===== config.mk =====
export PLATFORM = sky130hd
export DESIGN_NAME = pc_gen
export DESIGN_NICKNAME = d
export VERILOG_FILES = /design/src/rtl/pc_gen.sv
export SDC_FILE = /design/constraint.sdc
export NUM_CORES = 1
export LEC_CHECK = 0
export CAP_MARGIN = 20
export CELL_PAD_IN_SITES_DETAIL_PLACEMENT = 1
export CELL_PAD_IN_SITES_GLOBAL_PLACEMENT = 1
export CORE_ASPECT_RATIO = 1.4
export CORE_MARGIN = 10
export CORE_UTILIZATION = 39
export DETAILED_ROUTE_END_ITERATION = 16
export PLACE_DENSITY = 0.75
export SYNTH_ARGS = -nofsm -noshare
export SYNTH_HDL_FRONTEND = slang
export SYNTH_SLANG_ARGS = --single-unit

===== constraint.sdc =====
create_clock -name clk -period 3.3 [get_ports clk]
set_input_delay 0.33 -clock clk [delete_from_list [all_inputs] [get_ports clk]]
set_output_delay 0.33 -clock clk [all_outputs]
set_load 0.03 [all_outputs]

===== src/rtl/pc_gen.sv =====
// Fetch-stage program-counter generator: registered PC with trap/redirect/stall
// priority, valid/ready fetch handshake, return-address stack and BOOT/RUN/HALT control.
module pc_gen #(
  parameter int unsigned     XLEN         = 32,
  parameter logic [XLEN-1:0] RESET_VECTOR = '0,
  parameter int unsigned     INST_BYTES   = 4,
  parameter int unsigned     RAS_DEPTH    = 4
) (
  input  logic            clk,
  input  logic            reset_n,
  input  logic            pc_write,
  input  logic            redirect_valid,
  input  logic [XLEN-1:0] redirect_pc,
  input  logic            trap_valid,
  input  logic [XLEN-1:0] trap_vector,
  input  logic            halt_req,
  input  logic            fetch_ready,
  output logic            fetch_valid,
  output logic [XLEN-1:0] current_pc,
  input  logic            ras_push,
  input  logic [XLEN-1:0] ras_push_addr,
  input  logic            ras_pop,
  output logic            ras_empty,
  output logic            halted
);

  localparam int unsigned PTR_W = (RAS_DEPTH > 1) ? $clog2(RAS_DEPTH) : 1;
  localparam int unsigned CNT_W = $clog2(RAS_DEPTH + 1);

  typedef enum logic [1:0] {BOOT, RUN, HALT} state_e;

  state_e            state_q, state_d;
  logic [XLEN-1:0]   pc_q, pc_d;
  logic [PTR_W-1:0]  ras_top_q, ras_top_d;
  logic [CNT_W-1:0]  ras_cnt_q, ras_cnt_d;
  logic [XLEN-1:0]   ras_mem_q [RAS_DEPTH];
  logic [XLEN-1:0]   ras_mem_d [RAS_DEPTH];

  logic              adv;
  logic              trap_eff;
  logic              redirect_eff;
  logic              ras_has;
  logic              ras_full;
  logic              pop_eff;
  logic [PTR_W-1:0]  push_ptr;

  // State register
  always_ff @(posedge clk) begin
    if (!reset_n) begin
      state_q   <= BOOT;
      pc_q      <= RESET_VECTOR;
      ras_top_q <= '0;
      ras_cnt_q <= '0;
    end else begin
      state_q   <= state_d;
      pc_q      <= pc_d;
      ras_top_q <= ras_top_d;
      ras_cnt_q <= ras_cnt_d;
    end
  end

  // Entry contents are don't-care after reset, so the storage carries no reset.
  always_ff @(posedge clk) begin
    for (int unsigned i = 0; i < RAS_DEPTH; i++) begin
      ras_mem_q[i] <= ras_mem_d[i];
    end
  end

  // Next-state, next-PC and RAS update
  always_comb begin
    adv          = (state_q == RUN) && fetch_ready && pc_write;
    trap_eff     = trap_valid && (state_q != BOOT);
    redirect_eff = redirect_valid && (state_q != BOOT);
    ras_has      = (ras_cnt_q != '0);
    ras_full     = (ras_cnt_q == CNT_W'(RAS_DEPTH));
    pop_eff      = adv && ras_pop && ras_has && !trap_eff && !redirect_eff;
    push_ptr     = ras_top_q + PTR_W'(1);

    state_d = state_q;
    unique case (state_q)
      BOOT:    state_d = RUN;
      RUN:     if (!trap_eff && !redirect_eff && halt_req) state_d = HALT;
      HALT:    if (trap_eff || redirect_eff) state_d = RUN;
      default: state_d = BOOT;
    endcase

    if (trap_eff)            pc_d = trap_vector;
    else if (redirect_eff)   pc_d = redirect_pc;
    else if (pop_eff)        pc_d = ras_mem_q[ras_top_q];
    else if (adv)            pc_d = pc_q + XLEN'(INST_BYTES);
    else                     pc_d = pc_q;

    ras_top_d = ras_top_q;
    ras_cnt_d = ras_cnt_q;
    for (int unsigned i = 0; i < RAS_DEPTH; i++) begin
      ras_mem_d[i] = ras_mem_q[i];
    end
    // Push+pop in one cycle rewrites the top in place; a full push overwrites the oldest slot.
    if (trap_eff) begin
      ras_cnt_d = '0;
    end else if (ras_push && pop_eff) begin
      ras_mem_d[ras_top_q] = ras_push_addr;
    end else if (ras_push) begin
      ras_top_d           = push_ptr;
      ras_mem_d[push_ptr] = ras_push_addr;
      if (!ras_full) ras_cnt_d = ras_cnt_q + CNT_W'(1);
    end else if (pop_eff) begin
      ras_top_d = ras_top_q - PTR_W'(1);
      ras_cnt_d = ras_cnt_q - CNT_W'(1);
    end
  end

  // Outputs decoded from registered state only
  always_comb begin
    fetch_valid = (state_q == RUN);
    halted      = (state_q == HALT);
    current_pc  = pc_q;
    ras_empty   = (ras_cnt_q == '0);
  end

endmodule

==> After elaboration in Yosys (flattened, before gate mapping) <==
Memory sizes are Yosys's and may differ from the RTL's. A register that Yosys moved wholly into a read port is not among the register bits.
Cells that the tools add are included.
W data, S select, Z words.
{ "totals": {"register_bits": 39, "output_inout_bits": 35, "ram_bits": 128, "in_bits": 105, "n_memories": 1, "elab_cells": 74} }
{ "classes": {"bitwise_logic": 5, "n_addsub": 5, "n_eq_ne": 6, "n_reduce_logical": 26, "n_mux": 23, "order_cmp": 4} }
{ "mem_list": {"columns": ["name", "words", "width", "rd", "rd_clocked_by_memory_dff", "write_ports", "line", "text"], "rows": [
  ["ras_mem_q", 4, 32, 5, 1, 4, "36", "logic [XLEN-1:0] ras_mem_q [RAS_DEPTH];"]
]} }
{ "op_table": {"columns": ["operator", "count"], "rows": [
  ["$mux W128", 3],
  ["$bwmux W128", 2],
  ["$mux W32", 6],
  ["$demux W32 S2", 2],
  ["$add A32 B3 Y32 const B", 1],
  ["$logic_and A1 B1 Y1", 13],
  ["$mux W2", 6],
  ["$mux W3", 3],
  ["$ge A3 B3 Y1 const B", 2],
  ["$lt A3 B1 Y1 const B", 2],
  ["$not A2 Y3", 2],
  ["$pmux W2 S3", 1],
  ["$reduce_and A3 Y1", 2],
  ["$ne A2 B1 Y1 const B", 2],
  ["$reduce_bool A2 Y1", 2],
  ["$reduce_bool A4 Y1", 1],
  ["$add A3 B1 Y3 const B", 1],
  ["$eq A3 B3 Y1 const B", 1],
  ["$logic_not A3 Y1", 1],
  ["$not A1 Y1", 3],
  ["$reduce_bool A3 Y1", 1],
  ["$sub A3 B1 Y3 const B", 1],
  ["$add A2 B1 Y2 const B", 1],
  ["$eq A2 B1 Y1 const B", 1],
  ["8 further kinds", 9]
]} }

==> Logic depth before layout (Yosys ltp) <==
Gate-level depths: netlist of run 1.
{ "logic_depth": {"depth_word": 12, "mapped_depth": 9, "mapped_depth_nobuf": 7} }

==> Worst setup path before layout of run 1 <==
Ideal clock, no wire load.
{ "synth_timing": {"path_kind": "register -> register", "startpoint": "register ras_cnt_q[2] (netlist name)", "endpoint": "memory ras_mem_q[0][0], enable pin", "synth_period_minus_slack_ps": 3271, "path_stages_with_launch": 8, "required_time_ps": 2879, "arrival_time_ps": 2850, "slack_ps": 29, "path_buffers": 2, "setup_time_ps": 421, "path_cell_list": "dfxtp_1 -> o31a_1 -> and3_1 -> buf_2 -> nand2_2 -> mux2i_1 -> buf_2 -> nor2_1"} }
{ "synth_rtl": {"columns": ["item", "line"], "rows": [
  ["end, declared", "36"]
]} }

==> impl_metrics.yaml, run 1 <==
power_and_ir_drop:
  p_leak_nw: 3.76
  power_w: 0.00569
  vdd_drop_max_v: 0.000324
  powerDensity_nw_per_um2: 516
synthesis:
  ys_ff_latch: 169
  yosys_warnings: 0
  avgSynthCellArea_um2: 11.8
  ys_types: 58
  postSynth.asyncResetShare_pct: 0
  synth_flop_cell: "edfxtp_1"
  synthesis.nets: 843
  synth_cells: 730
  syn-cell-area_um2: 8580
  seq_area_frac_synth_pct: 54.4
  synth_edf_count: 128
setup_path:
  path_max_fanout: 26
  slowest_delay_ns: 0.57
  worst_path_max_delay_cell: "dfxtp_1"
  critPathLaunch: "state_q[0]"
  cp_cell_sequence: "and4b_1 > and3_1 > nand2_2 > mux2i_2 > nor2_2 > buf_4"
  critPathCaptureType: "flop"
  cp.required_ns: 3.39
  critPathArrivalTime_ns: 2.66
  worstReg2RegStart: "state_q[0]"
  start_kind: "flop"
  crit_type: "flop to flop"
min_path:
  min_path_type: "input pin to flop"
  holdCritStartpoint: "trap_vector[13]"
sta:
  drv_slew: 0
  rsz0062_at_grt: "false"
  slew_headroom_pct: 39.4
  post-route-min-period_ns: 2.57
  min_period_over_period_pct: 77.9
  finalClockSkew_ns: 0.0103
  fin_setup_tns_ns: 0
  setup_violations: 0
  hold_viol_final: 0
  fmax_mhz: 389
  worst_slew_pin_slew_ns: 0.903
place:
  dp_hpwl_um: 19600
  port_buffers: 139
  place_area_um2: 10400
  gp_congestion: 0.948
final_layout:
  nFillCells: 2295
  multi_input_area_um2: 3700
  stdcell_area_um2: 11000
  diodes: 0
  drive_gt1_share_pct: 12.5
  syn2layout_area_growth_pct: 28.4
  layout.nets: 986
  fin_util_pct: 50.6
  regArea_um2: 4670
route:
  via_count: 6572
  wl_per_cell_um: 23.1
  wl_um: 27300
  route.detailed.drc: 0
  antenna_left: 0
  dr.pass1.iters: 5
  dr.first_iter.drc_count: 462
  vias_per_cell: 5.56
global_route:
  antenna_found_initial: 0
  grt_pass1_wl_um: 42200
  grt-ovfl-total: 0
  grt_pass1_vias: 7209
  grt_max_degree: 33
  grt_usage_pct: 19.1
cts:
  clock_sink_count: 169
  cts_root_buf: "clkbuf_16"
  holdBufCountCts: 0
  worst_skew_pair.late_latency_ns: 0.44
  cts-resized-gates: 0
  tritoncts: "yes"
  cts_setup_buffers: 0
  cts_buffer_depth: 2
  cts_buffers: 17
  cts_max_level: 4
  path_clk_slew_ns: 0.07
floorplanning:
  ioPinCount: 140
  core_um2: 21800
  die_width_um: 145
  initial_core_util_pct: 39.4
  die_h_um: 196
  die-area_um2: 28400
  placementRows: 64
run:
  maxCapViolCount: 0
run_status:
  status: "completed"
[cell usage in the layout, fill, tap and decap left out, types with 11 or more instances in the layout]
cell             instances
a21oi_1                 31
buf_4                   31
clkbuf_16               17
clkdlybuf4s50_1        139
dfxtp_1                 40
edfxtp_1               128
mux4_2                  32
nand2_1                 40
nand3_1                 21
nor2_1                  33
nor2b_1                131
o21ai_0                 41
o22ai_1                 13
xnor2_1                 11
[state kept, by name (all words and copies together), names as in the netlist, named ones only]
name,cells
ras_mem_q,128
current_pc,32
ras_cnt_q,3
ras_top_q,2
state_q,2
[worst paths after layout]
path / to / slack, ns / depth (start not counted)
max: ras_mem_q[2][11] / 0.73 / 6
min: current_pc[13] / 0.49 / 3
max reg2reg: ras_mem_q[2][11] / 0.73 / 6
min reg2reg: current_pc[30] / 0.51 / 2
[through the flow]
| stage | cells | hold slack [ns] | setup WS, ns |
|---|---|---|---|
| global placement | 1151 | 0.488 | 0.627 |
| finish | 1183 | 0.487 | 0.728 |
| global route | 1183 | 0.487 | 0.562 |
| floorplan | 730 | 0.473 | 0.0289 |
| CTS | 1183 | 0.461 | 0.731 |
| detailed placement | 1151 | 0.500 | 0.566 |
[power breakdown]
part	internal, W	total, W	switching [W]
clock	0.00119	0.00203	0.000846
sequential	0.00243	0.00256	0.000127
combinational	0.000495	0.00110	0.000601
total	0.00411	0.00569	0.00157
[cell families (layout without fill, tap and decap cells)]
logic type | after synthesis | in the layout | synth area share, %
DFF | 169 | 169 | 54.4
AOI/OAI and AO/OA | 155 | 155 | 11.8
adders and majority gates | 8 | 8 | 1.25
buffers and inverters | 57 | 213 | 2.92
and+or+nand+nor | 281 | 281 | 18.3
xor gates and xnor gates | 19 | 19 | 1.94
muxes | 41 | 41 | 9.45
[cells in the mapped netlist, drive strengths merged, types with 2 or more instances]
cell type  count  area share [%]
o211ai         8            0.70
and3           9            0.66
buf           27             1.6
xnor2         11             1.1
nor2          38             1.7
ha             7             1.0
nand4         10            0.90
mux4          32             8.4
o41ai          2            0.20
xor2           8            0.82
a221o          3            0.35
nor2b        131             9.6
o21ai         43             2.5
dfxtp         41             9.6
a222oi         3            0.35
and2           5            0.36
o221ai         3            0.31
o22ai         13            0.95
edfxtp       128              45
clkbuf        21            0.92
nand2b         2            0.15
nand3         21             1.2
a311oi         3            0.31
and4           2            0.20
a31oi          8            0.66
nor3          11            0.70
a21o           2            0.17
inv            8            0.35
o31a           3            0.31
a211oi        10            0.87
mux2i          9             1.0
o21a           2            0.17
o31ai          4            0.35
a21oi         32             1.9
nand2         41             1.8
a221oi         9            0.92
nor4           7            0.66
[critical path: cells and delay by family (launching register included)]
family	cells	cell delay [ns]
simple gates	4	1.00
flops	1	0.57
buf+inv	1	0.40
mux	1	0.22
[cell type report]
class / instances / share of cell area (%)
clock buffers: 20 / 3.96
clock inverters: 12 / 1.36
inverters: 9 / 0.307
multi-input cells: 504 / 33.6
flip-flops and latches: 169 / 42.3
well taps: 297 / 3.37
repair buffers: 172 / 15.1
[metal layers]
metal | vias up | GRT usage [%] | wire length [µm]
li1 | 3035 | - | -
met5 | - | 0 | 0
met2 | 181 | 34.1 | 14300
met4 | 0 | 9.38 | 792
met3 | 42 | 3.45 | 1020
met1 | 3314 | 21.5 | 11200
Note: power is estimated with default switching activity, not from simulation.
==> inputs of run 2 (changes only) <==
==> constraint.sdc (replaced) <==
create_clock -name clk -period 2.2 [get_ports clk]
set_input_delay 0.22 -clock clk [delete_from_list [all_inputs] [get_ports clk]]
set_output_delay 0.22 -clock clk [all_outputs]
set_load 0.03 [all_outputs]
==> impl_metrics.yaml, run 2 (synthesis results as in run 1) <==
run_status:
  status: "completed"
floorplanning:
  core_um2: 21800
  die_h_um: 196
  initial_core_util_pct: 39.4
  die_width_um: 145
  ioPinCount: 140
  die-area_um2: 28400
  placementRows: 64
cts:
  cts_buffer_depth: 2
  cts_root_buf: "clkbuf_16"
  path_clk_slew_ns: 0.07
  clock_sink_count: 169
  tritoncts: "yes"
  cts_buffers: 17
  holdBufCountCts: 0
  cts_max_level: 4
  worst_skew_pair.late_latency_ns: 0.44
power_and_ir_drop:
  sw_frac_of_total_pct: 27.8
  power_frac_seq_pct: 43.0
  p_leak_nw: 4.09
  p_clk_share_pct: 35.3
  vdd_drop_max_v: 0.000620
  powerDensity_nw_per_um2: 754
  p_comb_share_pct: 21.7
  power.internal_w: 0.00632
  p_switching_w: 0.00243
final_layout:
  final_common_cell: "clkdlybuf4s50_1"
  syn2layout_area_growth_pct: 35.4
  largest_reg_flops: 128
  final_cell_mix: "clkdlybuf4s50_1 (138), nor2b_1 (131), edfxtp_1 (128)"
  stdcell_area_um2: 11600
  drive_gt1_share_pct: 18.2
  diodes: 0
  top_register: "ras_mem_q"
  layout.nets: 1040
setup_path:
  crit_type: "flop to flop"
  cp.required_ns: 2.56
  start_kind: "flop"
  critPathArrivalTime_ns: 2.47
  path_max_fanout: 7
  critPathCaptureType: "flop"
sta:
  setup_violations: 0
  min_period_over_period_pct: 95.6
  fmax_mhz: 476
  hold_viol_final: 0
  fin_setup_tns_ns: 0
  holdWs_ns: 0.374
  drv_slew: 0
  worst_slew_pin_slew_ns: 0.829
  slew_headroom_pct: 44.3
  finalClockSkew_ns: 0.0119
  rsz0062_at_grt: "false"
  post-route-min-period_ns: 2.10
global_route:
  grt_usage_pct: 19.8
  grt_max_degree: 28
  grt_pass1_vias: 7482
  grt-ovfl-total: 0
  antenna_found_initial: 0
  grt_pass1_wl_um: 44000
route:
  wl_um: 28000
  antenna_left: 0
  via_count: 6800
  wl_per_cell_um: 22.6
  vias_per_cell: 5.50
  dr.first_iter.drc_count: 418
  dr.pass1.iters: 5
  route.detailed.drc: 0
run:
  maxCapViolCount: 0
min_path:
  min_path_type: "input pin to flop"
place:
  port_buffers: 139
  gp_congestion: 0.875
  dp_hpwl_um: 20700
  place_area_um2: 11000
## run 2: path summary, 6_finish.rpt
path / start / endpoint / slack [ns] / depth (start not counted)
setup reg to reg: current_pc[6] / current_pc[27] / 0.1 / 6
hold reg to reg: current_pc[0] / current_pc[0] / 0.52 / 2
setup / recovery: current_pc[6] / current_pc[27] / 0.1 / 6
hold / removal: trap_vector[13] / current_pc[13] / 0.37 / 3
## run 2: critical path, stage by stage (launching register included)
cell and delay, ns:
dfxtp_1 0.48, nand3_1 0.17, nor2_1 0.39, and3_1 0.43, nand2_1 0.10, o32a_1 0.30
a21oi_1 0.17
## run 2: area by class of cell
type                            instances  area [µm²]
Sequential cell                       169        4670
Fill cell                            2277       10200
Clock buffer                           18         429
Multi-Input combinational cell        504        3770
Inverter                                9        33.8
Clock inverter                         14         171
Tap cell                              297         372
Timing Repair Buffer                  226        2170
## run 2: routing by layer
| metal | vias up | track usage, % | wire length [µm] |
|---|---|---|---|
| li1 | 3134 | - | - |
| met1 | 3390 | 22.5 | 11100 |
| met2 | 220 | 35.0 | 14600 |
| met3 | 56 | 3.68 | 1240 |
| met4 | 0 | 9.53 | 989 |
| met5 | - | 0 | 0 |
## run 2: repair_timing
item                       in CTS  in global routing
setup endpoints to repair       0                  2
resized for setup               0                  2
setup buffers                   0                  0
## run 2: power by group through the flow
stage / clock (W) / combinational, W / sequential, W
floorplan: 0 / 0.000867 / 0.00394
global placement: 0 / 0.00185 / 0.00382
detailed placement: 0 / 0.00189 / 0.00383
CTS: 0.00313 / 0.00191 / 0.00377
global route: 0.00327 / 0.00204 / 0.00379
finish: 0.00309 / 0.00190 / 0.00377
## run 2: per-stage QoR
step	instances	util (%)	total power, W	setup WS (ns)
6_report	1237	53.3	0.00875	0.0971
5_1_grt	1237	53.3	0.00910	0.0313
3_3_place_gp	1205	50.6	0.00567	-0.0540
3_5_place_dp	1205	50.6	0.00572	-0.0812
2_1_floorplan	730	-	0.00481	-0.0838
4_1_cts	1237	53.3	0.00881	0.0893
==> inputs of run 3 (changes only) <==
--- a/config.mk
+++ b/config.mk
@@ -9,7 +9,6 @@
 export CELL_PAD_IN_SITES_DETAIL_PLACEMENT = 1
 export CELL_PAD_IN_SITES_GLOBAL_PLACEMENT = 1
 export CORE_ASPECT_RATIO = 1.4
-export CORE_MARGIN = 10
 export CORE_UTILIZATION = 39
 export DETAILED_ROUTE_END_ITERATION = 16
 export PLACE_DENSITY = 0.75
==> impl_metrics.yaml, run 3 (synthesis results as in run 1) <==
floorplanning:
  die_width_um: 127
  initial_core_util_pct: 40.2
  ioPinCount: 140
  die_h_um: 178
  die-area_um2: 22600
  core_um2: 21400
  placementRows: 63
route:
  dr.first_iter.drc_count: 388
  dr.pass1.iters: 4
  antenna_left: 0
  vias_per_cell: 5.64
  route.detailed.drc: 0
  via_count: 6933
  wl_um: 27700
  wl_per_cell_um: 22.5
final_layout:
  syn2layout_area_growth_pct: 34.4
  fin_util_pct: 54.0
  stdcell_area_um2: 11500
  drive_gt1_share_pct: 17.6
  top_register: "ras_mem_q"
  final_cell_mix: "clkdlybuf4s50_1 (139), nor2b_1 (131), edfxtp_1 (128)"
  diodes: 0
  layout.nets: 1038
  final_common_cell: "clkdlybuf4s50_1"
  largest_reg_flops: 128
power_and_ir_drop:
  p_leak_nw: 4.05
  powerDensity_nw_per_um2: 756
  vdd_drop_max_v: 0.000602
sta:
  slew_headroom_pct: 57.5
  setup_violations: 0
  drv_slew: 0
  fmax_mhz: 470
  hold_viol_final: 0
  fin_setup_tns_ns: 0
  rsz0062_at_grt: "false"
  setup_slack_ns: 0.0739
  post-route-min-period_ns: 2.13
  worst_slew_pin_slew_ns: 0.635
  min_period_over_period_pct: 96.6
  finalClockSkew_ns: 0.00855
cts:
  cts-resized-gates: 0
  cts_buffers: 17
  cts_max_level: 4
  worst_skew_pair.late_latency_ns: 0.44
  holdBufCountCts: 0
  path_clk_slew_ns: 0.06
  cts_buffer_depth: 2
  tritoncts: "yes"
  cts_setup_buffers: 0
  cts_root_buf: "clkbuf_16"
  clock_sink_count: 169
setup_path:
  crit_type: "flop to flop"
  worst_path_max_delay_cell: "dfxtp_2"
  slowest_delay_ns: 0.35
  critPathCaptureType: "flop"
  critPathArrivalTime_ns: 2.30
  start_kind: "flop"
  cp.required_ns: 2.37
  cp_cell_sequence: "o31a_1 > and3_1 > nand2_8 > mux2i_4 > buf_4 > nor2b_1"
  path_max_fanout: 23
global_route:
  grt-ovfl-total: 0
  grt_usage_pct: 25.4
  grt_max_degree: 27
  antenna_found_initial: 0
  grt_pass1_wl_um: 42400
  grt_pass1_vias: 7604
place:
  dp_hpwl_um: 20500
  place_area_um2: 10900
  place_worst_setup_slack_ns: -0.305
  port_buffers: 139
  gp_congestion: 0.902
min_path:
  min_path_type: "input pin to flop"
run:
  maxCapViolCount: 0
run_status:
  status: "completed"
==> run 3: metrics by stage <==
stage / power, W / hold slack [ns] / cells
global route: 0.00900 / 0.396 / 1229
detailed placement: 0.00573 / 0.488 / 1198
finish: 0.00871 / 0.391 / 1229
floorplan: 0.00481 / 0.363 / 730
CTS: 0.00874 / 0.377 / 1229
global placement: 0.00564 / 0.483 / 1198
==> run 3: final timing paths <==
kind	from	endpoint	slack, ns	cells after the start
max	ras_cnt_q[1]	ras_mem_q[3][18]	0.07	6
min reg2reg	current_pc[1]	current_pc[1]	0.50	2
min	trap_vector[13]	current_pc[13]	0.39	3
max reg2reg	ras_cnt_q[1]	ras_mem_q[3][18]	0.07	6
==> run 3: final cells by class <==
class / count / area (µm²)
Fill cell: 2222 / 9830
Sequential cell: 169 / 4670
Multi-Input combinational cell: 504 / 3750
Timing Repair Buffer: 224 / 2130
Clock buffer: 19 / 433
Tap cell: 292 / 365
Clock inverter: 12 / 151
Inverter: 9 / 33.8
==> run 3: where the power goes <==
part / total (W) / internal [W] / switching (W)
clock: 0.00304 / 0.00177 / 0.00126
sequential: 0.00377 / 0.00365 / 0.000124
combinational: 0.00190 / 0.000873 / 0.00103
total: 0.00871 / 0.00629 / 0.00242
==> run 3: worst max-delay path, delay by kind of cell, from the launching register on <==
family                 cells  cell delay, ns
AO/OA/AOI/OAI              1            0.32
AND/OR/NAND/NOR            3            0.51
buffers and inverters      1            0.34
multiplexers               1            0.32
flip-flops                 1            0.35
==> run 3: routing by layer <==
layer / track usage [%] / vias up / part of all wire [%]
li1: - / 3131 / -
met1: 29.1 / 3498 / 40
met2: 44.9 / 234 / 52
met3: 5.06 / 70 / 4.2
met4: 12.6 / 0 / 3.6
met5: 0 / - / 0
